===== src/rtl/mips_ctrl_pkg.sv =====
// Shared MIPS control definitions: opcodes, multicycle state codes and
// datapath control encodings used by the main and ALU decoders.
package mips_ctrl_pkg;

    localparam logic [5:0] OP_RTYPE = 6'b000000;
    localparam logic [5:0] OP_LW    = 6'b100011;
    localparam logic [5:0] OP_SW    = 6'b101011;
    localparam logic [5:0] OP_BEQ   = 6'b000100;
    localparam logic [5:0] OP_BNE   = 6'b000101;
    localparam logic [5:0] OP_ADDI  = 6'b001000;
    localparam logic [5:0] OP_ORI   = 6'b001101;
    localparam logic [5:0] OP_J     = 6'b000010;

    // Code 14 is deliberately unused; the state register recovers from it.
    typedef enum logic [3:0] {
        StFetch   = 4'd0,
        StDecode  = 4'd1,
        StMemAdr  = 4'd2,
        StMemRd   = 4'd3,
        StMemWb   = 4'd4,
        StMemWr   = 4'd5,
        StRtypeEx = 4'd6,
        StRtypeWb = 4'd7,
        StBeqEx   = 4'd8,
        StAddiEx  = 4'd9,
        StImmWb   = 4'd10,
        StJEx     = 4'd11,
        StOriEx   = 4'd12,
        StBneEx   = 4'd13,
        StHalt    = 4'd15
    } state_e;

    // AluOr is the encoding the ALU decoder maps straight to OR.
    typedef enum logic [1:0] {
        AluAdd   = 2'b00,
        AluSub   = 2'b01,
        AluFunct = 2'b10,
        AluOr    = 2'b11
    } aluop_e;

    typedef enum logic [1:0] {
        SrcbRegB  = 2'b00,
        SrcbFour  = 2'b01,
        SrcbImm   = 2'b10,
        SrcbImmSh = 2'b11
    } alusrcb_e;

    typedef enum logic [1:0] {
        PcAluResult = 2'b00,
        PcAluOut    = 2'b01,
        PcJump      = 2'b10
    } pcsrc_e;

endpackage


===== src/rtl/maindec_mc_outdec.sv =====
// Combinational state-to-control decode for the multicycle main decoder.
module maindec_mc_outdec
    import mips_ctrl_pkg::*;
(
    input  state_e     state_i,
    input  logic       rdy_i,
    output logic       pcwrite_o,
    output logic       irwrite_o,
    output logic       regwrite_o,
    output logic       memwrite_o,
    output logic       branch_o,
    output logic       branch_ne_o,
    output logic       iord_o,
    output logic       alusrca_o,
    output logic       memtoreg_o,
    output logic       regdst_o,
    output logic       ext_zero_o,
    output logic [1:0] alusrcb_o,
    output logic [1:0] pcsrc_o,
    output logic [1:0] aluop_o,
    output logic       illegal_o
);

    // Decode controls from the current state; anything not set stays 0.
    always_comb begin
        pcwrite_o   = 1'b0;
        irwrite_o   = 1'b0;
        regwrite_o  = 1'b0;
        memwrite_o  = 1'b0;
        branch_o    = 1'b0;
        branch_ne_o = 1'b0;
        iord_o      = 1'b0;
        alusrca_o   = 1'b0;
        memtoreg_o  = 1'b0;
        regdst_o    = 1'b0;
        ext_zero_o  = 1'b0;
        alusrcb_o   = SrcbRegB;
        pcsrc_o     = PcAluResult;
        aluop_o     = AluAdd;
        illegal_o   = 1'b0;
        case (state_i)
            StFetch: begin
                alusrcb_o = SrcbFour;
                // PC+4 and IR load only once the fetch read has completed.
                irwrite_o = rdy_i;
                pcwrite_o = rdy_i;
            end
            StDecode: begin
                alusrcb_o = SrcbImmSh;
            end
            StMemAdr: begin
                alusrca_o = 1'b1;
                alusrcb_o = SrcbImm;
            end
            StMemRd: begin
                iord_o = 1'b1;
            end
            StMemWb: begin
                memtoreg_o = 1'b1;
                regwrite_o = 1'b1;
            end
            StMemWr: begin
                iord_o     = 1'b1;
                memwrite_o = 1'b1;
            end
            StRtypeEx: begin
                alusrca_o = 1'b1;
                aluop_o   = AluFunct;
            end
            StRtypeWb: begin
                regdst_o   = 1'b1;
                regwrite_o = 1'b1;
            end
            StBeqEx: begin
                alusrca_o = 1'b1;
                aluop_o   = AluSub;
                pcsrc_o   = PcAluOut;
                branch_o  = 1'b1;
            end
            StBneEx: begin
                alusrca_o   = 1'b1;
                aluop_o     = AluSub;
                pcsrc_o     = PcAluOut;
                branch_ne_o = 1'b1;
            end
            StAddiEx: begin
                alusrca_o = 1'b1;
                alusrcb_o = SrcbImm;
            end
            StOriEx: begin
                alusrca_o  = 1'b1;
                alusrcb_o  = SrcbImm;
                aluop_o    = AluOr;
                ext_zero_o = 1'b1;
            end
            StImmWb: begin
                regwrite_o = 1'b1;
            end
            StJEx: begin
                pcsrc_o   = PcJump;
                pcwrite_o = 1'b1;
            end
            StHalt: begin
                illegal_o = 1'b1;
            end
            default: ;
        endcase
    end

endmodule


===== src/rtl/maindec_mc.sv =====
// Multicycle MIPS main control unit: state register, next-state logic,
// and reset gating of the write enables produced by the output decoder.
module maindec_mc
    import mips_ctrl_pkg::*;
#(
    parameter int unsigned MEM_HANDSHAKE = 1,
    parameter int unsigned ILLEGAL_TRAP  = 1
) (
    input  logic       clk,
    input  logic       reset,
    input  logic [5:0] op,
    input  logic       mem_ready,
    output logic       pcwrite,
    output logic       irwrite,
    output logic       regwrite,
    output logic       memwrite,
    output logic       branch,
    output logic       branch_ne,
    output logic       iord,
    output logic       alusrca,
    output logic       memtoreg,
    output logic       regdst,
    output logic       ext_zero,
    output logic [1:0] alusrcb,
    output logic [1:0] pcsrc,
    output logic [1:0] aluop,
    output logic       illegal,
    output logic [3:0] state
);

    state_e state_q, state_d;
    logic   rdy;
    logic   pcwrite_dec, irwrite_dec, regwrite_dec, memwrite_dec;

    assign rdy = (MEM_HANDSHAKE != 0) ? mem_ready : 1'b1;

    // Next-state selection; op only matters in DECODE and MEMADR.
    always_comb begin
        state_d = StFetch;
        case (state_q)
            StFetch:   state_d = rdy ? StDecode : StFetch;
            StDecode: begin
                case (op)
                    OP_LW, OP_SW: state_d = StMemAdr;
                    OP_RTYPE:     state_d = StRtypeEx;
                    OP_BEQ:       state_d = StBeqEx;
                    OP_BNE:       state_d = StBneEx;
                    OP_ADDI:      state_d = StAddiEx;
                    OP_ORI:       state_d = StOriEx;
                    OP_J:         state_d = StJEx;
                    default:      state_d = (ILLEGAL_TRAP != 0) ? StHalt : StFetch;
                endcase
            end
            StMemAdr:  state_d = (op == OP_LW) ? StMemRd : StMemWr;
            StMemRd:   state_d = rdy ? StMemWb : StMemRd;
            StMemWb:   state_d = StFetch;
            StMemWr:   state_d = rdy ? StFetch : StMemWr;
            StRtypeEx: state_d = StRtypeWb;
            StRtypeWb: state_d = StFetch;
            StBeqEx:   state_d = StFetch;
            StBneEx:   state_d = StFetch;
            StAddiEx:  state_d = StImmWb;
            StOriEx:   state_d = StImmWb;
            StImmWb:   state_d = StFetch;
            StJEx:     state_d = StFetch;
            StHalt:    state_d = StHalt;
            default:   state_d = StFetch;
        endcase
    end

    // State register with synchronous reset to FETCH.
    always_ff @(posedge clk) begin
        if (reset) begin
            state_q <= StFetch;
        end else begin
            state_q <= state_d;
        end
    end

    maindec_mc_outdec u_outdec (
        .state_i     (state_q),
        .rdy_i       (rdy),
        .pcwrite_o   (pcwrite_dec),
        .irwrite_o   (irwrite_dec),
        .regwrite_o  (regwrite_dec),
        .memwrite_o  (memwrite_dec),
        .branch_o    (branch),
        .branch_ne_o (branch_ne),
        .iord_o      (iord),
        .alusrca_o   (alusrca),
        .memtoreg_o  (memtoreg),
        .regdst_o    (regdst),
        .ext_zero_o  (ext_zero),
        .alusrcb_o   (alusrcb),
        .pcsrc_o     (pcsrc),
        .aluop_o     (aluop),
        .illegal_o   (illegal)
    );

    // Reset kills writes in the same cycle it rises, e.g. mid MEMWR wait.
    always_comb begin
        pcwrite  = pcwrite_dec & ~reset;
        irwrite  = irwrite_dec & ~reset;
        regwrite = regwrite_dec & ~reset;
        memwrite = memwrite_dec & ~reset;
    end

    assign state = state_q;

endmodule


===== config.mk =====
export PLATFORM = sky130hd
export DESIGN_NAME = maindec_mc
export DESIGN_NICKNAME = d
export VERILOG_FILES = /design/src/rtl/mips_ctrl_pkg.sv /design/src/rtl/maindec_mc_outdec.sv /design/src/rtl/maindec_mc.sv
export SDC_FILE = /design/constraint.sdc
export NUM_CORES = 1
export LEC_CHECK = 0
export BUFFER_PORTS_ARGS = -buffer_cell sky130_fd_sc_hd__buf_2
export CAP_MARGIN = 25
export CORE_MARGIN = 5
export CORE_UTILIZATION = 48
export CTS_CLUSTER_SIZE = 24
export DETAILED_ROUTE_END_ITERATION = 8
export GPL_ROUTABILITY_DRIVEN = 0
export PLACE_DENSITY = 0.9
export REMOVE_ABC_BUFFERS = 1
export SLEW_MARGIN = 15
export SYNTH_ARGS = -nofsm -noshare
export SYNTH_HDL_FRONTEND = slang
export SYNTH_SLANG_ARGS = --single-unit

===== constraint.sdc =====
create_clock -name clk -period 2.1 [get_ports clk]
set_input_delay 0 -clock clk [delete_from_list [all_inputs] [get_ports clk]]
set_output_delay 0 -clock clk [all_outputs]
set_load 0.005 [all_outputs]

# After elaboration in Yosys (flattened, before gate mapping)
# Index checks and enable logic that the tools add are counted.
# op_classes
n_mux	21
mul	0
n_div	0
magnitude_cmp	0
n_bitwise	5
eq_ne	21
n_addsub	0
shift	0
n_reduce_logical	9
# op_table
op	count
4-bit case mux with 8 select lines	1
4-bit == test (second input constant)	7
4-bit case mux with 7 select lines	1
4-bit by 3-bit == test with 1-bit output (second input constant)	4
6-bit by 3-bit == test with 1-bit output (second input constant)	2
6-bit by 4-bit == test with 1-bit output (second input constant)	2
6-bit == test (second input constant)	2
1-bit two-way mux	12
2-bit case mux with 3 select lines	2
3-bit two-way mux	3
4-bit by 2-bit == test with 1-bit output (second input constant)	2
2-bit OR reduction	4
6-bit by 2-bit == test with 1-bit output (second input constant)	1
6-bit zero test	1
3-bit OR reduction	2
6-bit OR reduction	1
1-bit bitwise AND	4
4-bit by 1-bit == test with 1-bit output (second input constant)	1
4-bit zero test	1
2-bit case mux with 2 select lines	1
1-bit case mux with 2 select lines	1
1-bit inverter	1
# word_totals
latchBits	0
mem_count	0
regBits	4
mem_bits_rw	0
word_cells	57
mem_bits_ro	0

# Logic depth before layout (Yosys ltp)
# Gate-level depths: netlist of run 1.
# depth
word_depth	4
depth_mapped	6

# Cells and area by module
# Synthesis of run 1 repeated with hierarchy kept, for this count alone.
# hier_totals
hier_cells	106
hier_area_um2	763.2
# by_module_without_submodules
module	cells_each	area_each_um2	instances
maindec_mc	66	521.8	1
maindec_mc_outdec	40	241.5	1

# Least setup slack after synthesis of run 1
# No wires, ideal clock.
# synth_path
path_type	register to register
startpoint	register state_q[3] (netlist: state[3])
endpoint	register state_q[2] (netlist: state[2])
slack_ns	0.741
t_required_ns	2.026
arrival_ns	1.285
stages_incl_launch_ff	6
path_buffers	1
cell_sequence	dfxtp_1 buf_6 and3_4 or3_1 a31o_1 a31oi_1
# synth_via
elab_chain_len	3
elab_cells_between_ends	11
classes_between	eq/ne: 8; mux: 1; reduce/logical: 2
# synth_lines
item	line_no	rtl
start: declaration	maindec_mc.sv:31	state_e state_q, state_d;
start signal: assignment	maindec_mc.sv:74	state_q <= StFetch;
start signal: assignment	maindec_mc.sv:76	state_q <= state_d;
4-bit == test	maindec_mc.sv:40	case (state_q)
2-bit OR reduction (no line)	-	
4-bit case mux with 8 select lines *	maindec_mc.sv:40	
# Every way passes the cells marked *; elsewhere a longest branch is shown, timed or not.
# A chain may end at the register's enable or synchronous reset.

# Final worst setup path of run 1
# layout_path
startpoint	register state_q[1] (netlist: state[1])
endpoint	output port pcwrite
# layout_via
elab_chain_len	3
elab_cells_between_ends	4
classes_between	eq/ne: 1; mux: 1; bitwise: 1; reduce/logical: 1
# layout_lines
item	line_no	rtl
4-bit == test / 4-bit zero test (equally long branches)	maindec_mc_outdec.sv:41	case (state_i)
1-bit case mux with 2 select lines *	maindec_mc_outdec.sv:41	
1-bit bitwise AND *	maindec_mc.sv:102	pcwrite = pcwrite_dec & ~reset;
end: declaration	maindec_mc.sv:13	output logic pcwrite,
# Marked as above.

==> results.yml, run 1 <==
detailed_routing:
  vias: 802
  drcViolationCount: 0
  viasPerCell: 5.941
  wl_per_cell_um: 13.58
  drt_wl_total_um: 1833
  drt_iter0_markers: 27
  drtPass1Iterations: 4
  final_antenna_net_count: 0
synthesis:
  synth_compound_area_share_pct: 27.18
  yosysSeqAreaShare_pct: 12.70
  synth-async-reset-ratio_pct: 0
  synth_area_um2: 630.6
  syn-mean-instance-area_um2: 6.709
  yosys_warnings: 0
  synthSimpleGateAreaFrac_pct: 42.46
  ys_seq_elements: 4
  synth_flop_cell: "dfxtp_1"
  syn_inst: 94
  synth_edf_count: 0
  synth_top_family_by_area: "simple AND/OR/NAND/NOR gates"
  synthAdderAreaFrac_pct: 0
  muxShareOfSynthArea_pct: 3.373
  synthXorXnorAreaFrac_pct: 6.944
  synth_cell_type_count: 40
floorplan:
  die_y_um: 46.25
  dieArea_um2: 2139
  initial_core_util_pct: 49.70
  io_pins: 31
  core.rowCount: 13
  die-width_um: 46.25
  core_area_um2: 1269
hold_path:
  whs_path_depth: 3
  hold_end: "state[2]"
  min_from: "mem_ready"
  hp-class: "in -> reg"
global_route:
  use_met3_pct: 4.297
  grtUsageMet1_pct: 22.48
  grt_max_degree: 23
  grt_pass1_vias: 671
  antenna_found_initial: 0
  grt_pass1_wl_um: 2967
  grt.overflow.total: 0
  gr-max-usage-layer: "met2"
  gr-usage-all-layers_pct: 18.71
  use_met2_pct: 31.04
worst_setup_path:
  reg2reg_from: "state[3]"
  worst_r2r_path_depth: 4
  worst-r2r-setup-slack_ps: 480
  critPathLaunchType: "flip-flop"
  path_max_fanout: 22
  worstSetupPathType: "reg -> out"
  cp.arrival_ps: 1810
  r2r_end: "state[2]"
  cp-end-kind: "primary output"
  worst_ep_required_time_ps: 2100
  startpoint: "state[1]"
final_layout:
  diodes: 0
  area_growth_pct: 23.61
  finalNetCount: 131
  drive_gt1_share_pct: 30.83
  largest_reg_flops: 4
timing:
  timing.slew.headroom_pct: 55.63
  setup_tns_ps: 0
  finalSetupViolCount: 0
  worst_pin_slew_ps: 664.7
  holdWs_ps: 164.0
  hold_viol_final: 0
  max_freq_mhz: 551.7
  slew_viol_final: 0
  rsz0062_at_grt: "no"
  fin_crit_ps: 1812
  fin_worst_skew_ps: 0.04310
  timing.final.crit_share_pct: 86.31
power_and_ir_drop:
  total_power_uw: 904.0
  p_leak_uw: 0.0003389
  powerDensity_nw_per_um2: 1160
  ir_drop_v: 0.0004743
clocking:
  clockRootBuffer: "clkbuf_4"
  clock_latency_ps: 240
  cts.clk_slew.worst_paths_ps: 40
  tritoncts: "built"
  holdBufCountCts: 0
  cts_buffer_depth: 2
  cts_num_sinks: 4
  cts_setup_buffers: 0
  htree_levels: 1
  post_cts_resized: 0
  cts_made_buffers: 3
status:
  status: "finished, final reports clean"
placed_design:
  io_buffers: 30
  hpwl_um: 1345
job:
  cap_violations: 0
## layout by cell type (no fill, tap or decap), types with 2 or more instances in the layout
cell type,count
a21oi_1,5
a31oi_1,3
buf_2,30
clkbuf_4,3
dfxtp_1,4
nand2_1,5
nand2b_1,6
nor2_1,16
nor2b_1,4
nor3_1,7
nor3b_1,2
o21ai_0,4
or3_1,3
xnor2_1,4
## worst max-delay path, stage by stage, from the launching register on
cell,delay (ps)
dfxtp_1,740
nand2_1,240
mux2_2,330
nor3_1,130
buf_2,140
## per-stage QoR
step	util [%]	setup WS, ps	area, µm²	std cells
final	61.44	287.5	779.5	135
after global placement	59.66	550.1	757.0	132
after floorplan	-	642.2	588.1	87
after CTS	61.44	299.4	779.5	135
after detailed placement	59.66	486.9	757.0	132
after global routing	61.44	95.64	779.5	135
## report_power, final
part / total [µW] / switching, µW / internal (µW)
registers: 259 / 152 / 107
logic: 548 / 265 / 283
clock network: 97.6 / 33.6 / 64.1
## cells by family after synthesis
| family | Yosys count |
|---|---|
| xor gates and xnor gates | 5 |
| DFF | 4 |
| buffers and inverters | 8 |
| muxes | 2 |
| AOI/OAI and AO/OA | 25 |
| and+or+nand+nor | 50 |
## worst max path at each step
| stage | endpoint | cells after the start |
|---|---|---|
| after floorplan | state[2] | 4 |
| after global placement | state[2] | 4 |
| after detailed placement | state[2] | 4 |
| after CTS | pcwrite | 4 |
| after global routing | pcwrite | 4 |
| final | pcwrite | 4 |
## area by class of cell
| type | instances | area (µm²) |
|---|---|---|
| fill | 115 | 489.2 |
| multi-input combinational | 82 | 504.2 |
| inverter | 1 | 3.754 |
| clock buffer | 3 | 22.52 |
| sequential | 4 | 80.08 |
| tap | 15 | 18.77 |
| timing repair buffer | 30 | 150.1 |
## synthesized netlist by cell type, types with 2 or more instances
master	instances	area [µm²]
a21oi_1	5	25.02
nand2b_1	6	37.54
nor2b_1	4	25.02
xnor2_1	4	35.03
nor3_1	7	35.03
or3_1	3	18.77
a31oi_1	3	18.77
nor3b_1	2	15.01
dfxtp_1	4	80.08
o21ai_0	4	20.02
nor2_1	16	60.06
nand2_1	5	18.77
buf_2	4	20.02
## per-layer routing
layer / part of all wire (%) / vias up
met2: 52 / 28
met5: 0 / -
met1: 42 / 373
met4: 0.49 / 0
li1: - / 399
met3: 5.2 / 2
Note: power is estimated with default switching activity, not from simulation.
==> run 2, diff against run 1 <==
--- a/config.mk
+++ b/config.mk
@@ -8,11 +8,11 @@
 export BUFFER_PORTS_ARGS = -buffer_cell sky130_fd_sc_hd__buf_2
 export CAP_MARGIN = 25
 export CORE_MARGIN = 5
-export CORE_UTILIZATION = 48
+export CORE_UTILIZATION = 40
 export CTS_CLUSTER_SIZE = 24
 export DETAILED_ROUTE_END_ITERATION = 8
 export GPL_ROUTABILITY_DRIVEN = 0
-export PLACE_DENSITY = 0.9
+export PLACE_DENSITY = 0.81
 export REMOVE_ABC_BUFFERS = 1
 export SLEW_MARGIN = 15
 export SYNTH_ARGS = -nofsm -noshare
==> constraint.sdc (replaced) <==
create_clock -name clk -period 1.5 [get_ports clk]
set_input_delay 0 -clock clk [delete_from_list [all_inputs] [get_ports clk]]
set_output_delay 0 -clock clk [all_outputs]
set_load 0.005 [all_outputs]
==> run 2 against run 1 <==
Critical path depth up 2. Cell area up 9.1%. Clock power up 33%. Sequential power down 2%. Total power up 54%. Critical path type unchanged. Hold slack better by 2.5 ps. Die area up 16%. Via count up 2.4%. Register-to-register slack worse by 350 ps. Clock skew up 2.0 ps. Sequential share of layout area down 0.27 points. Wire length up 1.6%.
==> results.yml, run 2 (same netlist as run 1, synthesis figures left out) <==
status:
  status: "finished, final reports clean"
timing:
  worst_pin_slew_ps: 314.2
  timing.slew.headroom_pct: 78.79
  fin_worst_skew_ps: 2.004
  timing.final.crit_share_pct: 92.73
  slew_viol_final: 0
  holdWs_ps: 166.5
  max_freq_mhz: 718.9
  setup_tns_ps: 0
  rsz0062_at_grt: "no"
  finalSetupViolCount: 0
  timing.final.ws_setup_ps: 109.0
  fin_crit_ps: 1391
  hold_viol_final: 0
floorplan:
  core_area_um2: 1506
  io_pins: 31
  die_y_um: 49.71
  core.rowCount: 14
  dieArea_um2: 2471
  die-width_um: 49.71
  initial_core_util_pct: 41.86
final_layout:
  largest_reg_flops: 4
  instances_no_fill: 144
  layout_common_cells: "buf_2, nor2_1, buf_4, nor3_1, nand2b_1"
  postLayoutCellArea_um2: 850.8
  diodes: 0
  drive_gt1_share_pct: 39.06
  layout.cells.most_common: "buf_2"
  area_growth_pct: 34.92
  finalNetCount: 139
global_route:
  gr-usage-all-layers_pct: 15.72
  grt.overflow.total: 0
  antenna_found_initial: 0
  grt_pass1_vias: 710
  grt_max_degree: 14
  grt_pass1_wl_um: 3077
placed_design:
  pre_cts_slack_ps: 87.82
  placedInstanceArea_um2: 818.3
  io_buffers: 30
  hpwl_um: 1510
  post-place-cells: 141
worst_setup_path:
  cp.arrival_ps: 1390
  worst-r2r-setup-slack_ps: 130
  cp-end-kind: "primary output"
  critPathLaunchType: "flip-flop"
  crit_path_end: "pcwrite"
  worst_ep_required_time_ps: 1500
  reg2reg_from: "state[2]"
  r2r_end: "state[2]"
  worst_r2r_path_depth: 4
  path_max_fanout: 8
  worstSetupPathType: "reg -> out"
  startpoint: "state[0]"
detailed_routing:
  wl_per_cell_um: 12.93
  drt_wl_total_um: 1862
  drcViolationCount: 0
  viasPerCell: 5.701
  drtPass1Iterations: 4
  final_antenna_net_count: 0
  drt_iter0_markers: 12
  vias: 821
clocking:
  cts.clk_slew.worst_paths_ps: 30
  clock_latency_ps: 230
  htree_levels: 1
  clockRootBuffer: "clkbuf_4"
  tritoncts: "built"
  cts_num_sinks: 4
  cts_buffer_depth: 2
  holdBufCountCts: 0
  cts_made_buffers: 3
job:
  cap_violations: 0
power_and_ir_drop:
  powerDensity_nw_per_um2: 1633
  ir_drop_v: 0.0008948
  p_leak_uw: 0.0003837
hold_path:
  hp-class: "in -> reg"
run 2: cell count changes in the layout (fill, tap and decap cells not counted), sizes merged:
cell  delta
buf      +8
run 2: routing by layer:
metal	global-route usage, %	part of all wire, %	wire length (µm)	vias to the layer above
li1	-	-	-	417
met1	19.71	44	818	389
met2	24.36	50	940	15
met3	6.928	5.5	102	0
met4	3.930	0	0	0
met5	0	0	0	-
run 2: power by group:
part,internal [µW],switching [µW],leakage [µW]
combinational,490,514,0.000336
sequential,161,94.6,0.0000344
clock,89.2,41.0,0.0000138
run 2: worst max-delay path, stage by stage, from the launching register on:
cell,delay (ps)
dfxtp_2,350
buf_4,160
nor2_1,80
nand2_1,80
mux2_2,270
nor3_2,90
buf_2,120
run 2: layout make-up:
class	instances	area, µm²
Tap cell	16	20.02
Sequential cell	4	85.08
Clock buffer	3	22.52
Inverter	1	3.754
Timing Repair Buffer	38	210.2
Multi-Input combinational cell	82	509.2
Fill cell	157	655.6
run 2: how the worst min path moves through the flow:
stage                   start       end  slack [ps]  cells after the start
CTS                     op[5]  state[1]         170                      3
global route        mem_ready  state[2]         190                      3
floorplan               reset  regwrite          30                      1
finish                  op[5]  state[1]         170                      3
global placement        reset  regwrite         300                      3
detailed placement      reset   pcwrite         300                      3
run 2: per-stage QoR:
stage / power (µW) / util, %
final: 1390 / 56.48
after global routing: 1540 / 56.48
after CTS: 1379 / 55.81
after detailed placement: 1241 / 54.32
after global placement: 1210 / 54.32
after floorplan: 821.2 / -
run 2: what timing repair did:
item / CTS / global route
buffers inserted: 0 / 0
endpoints found under the setup margin: 0 / 7
resized for setup: 0 / 5
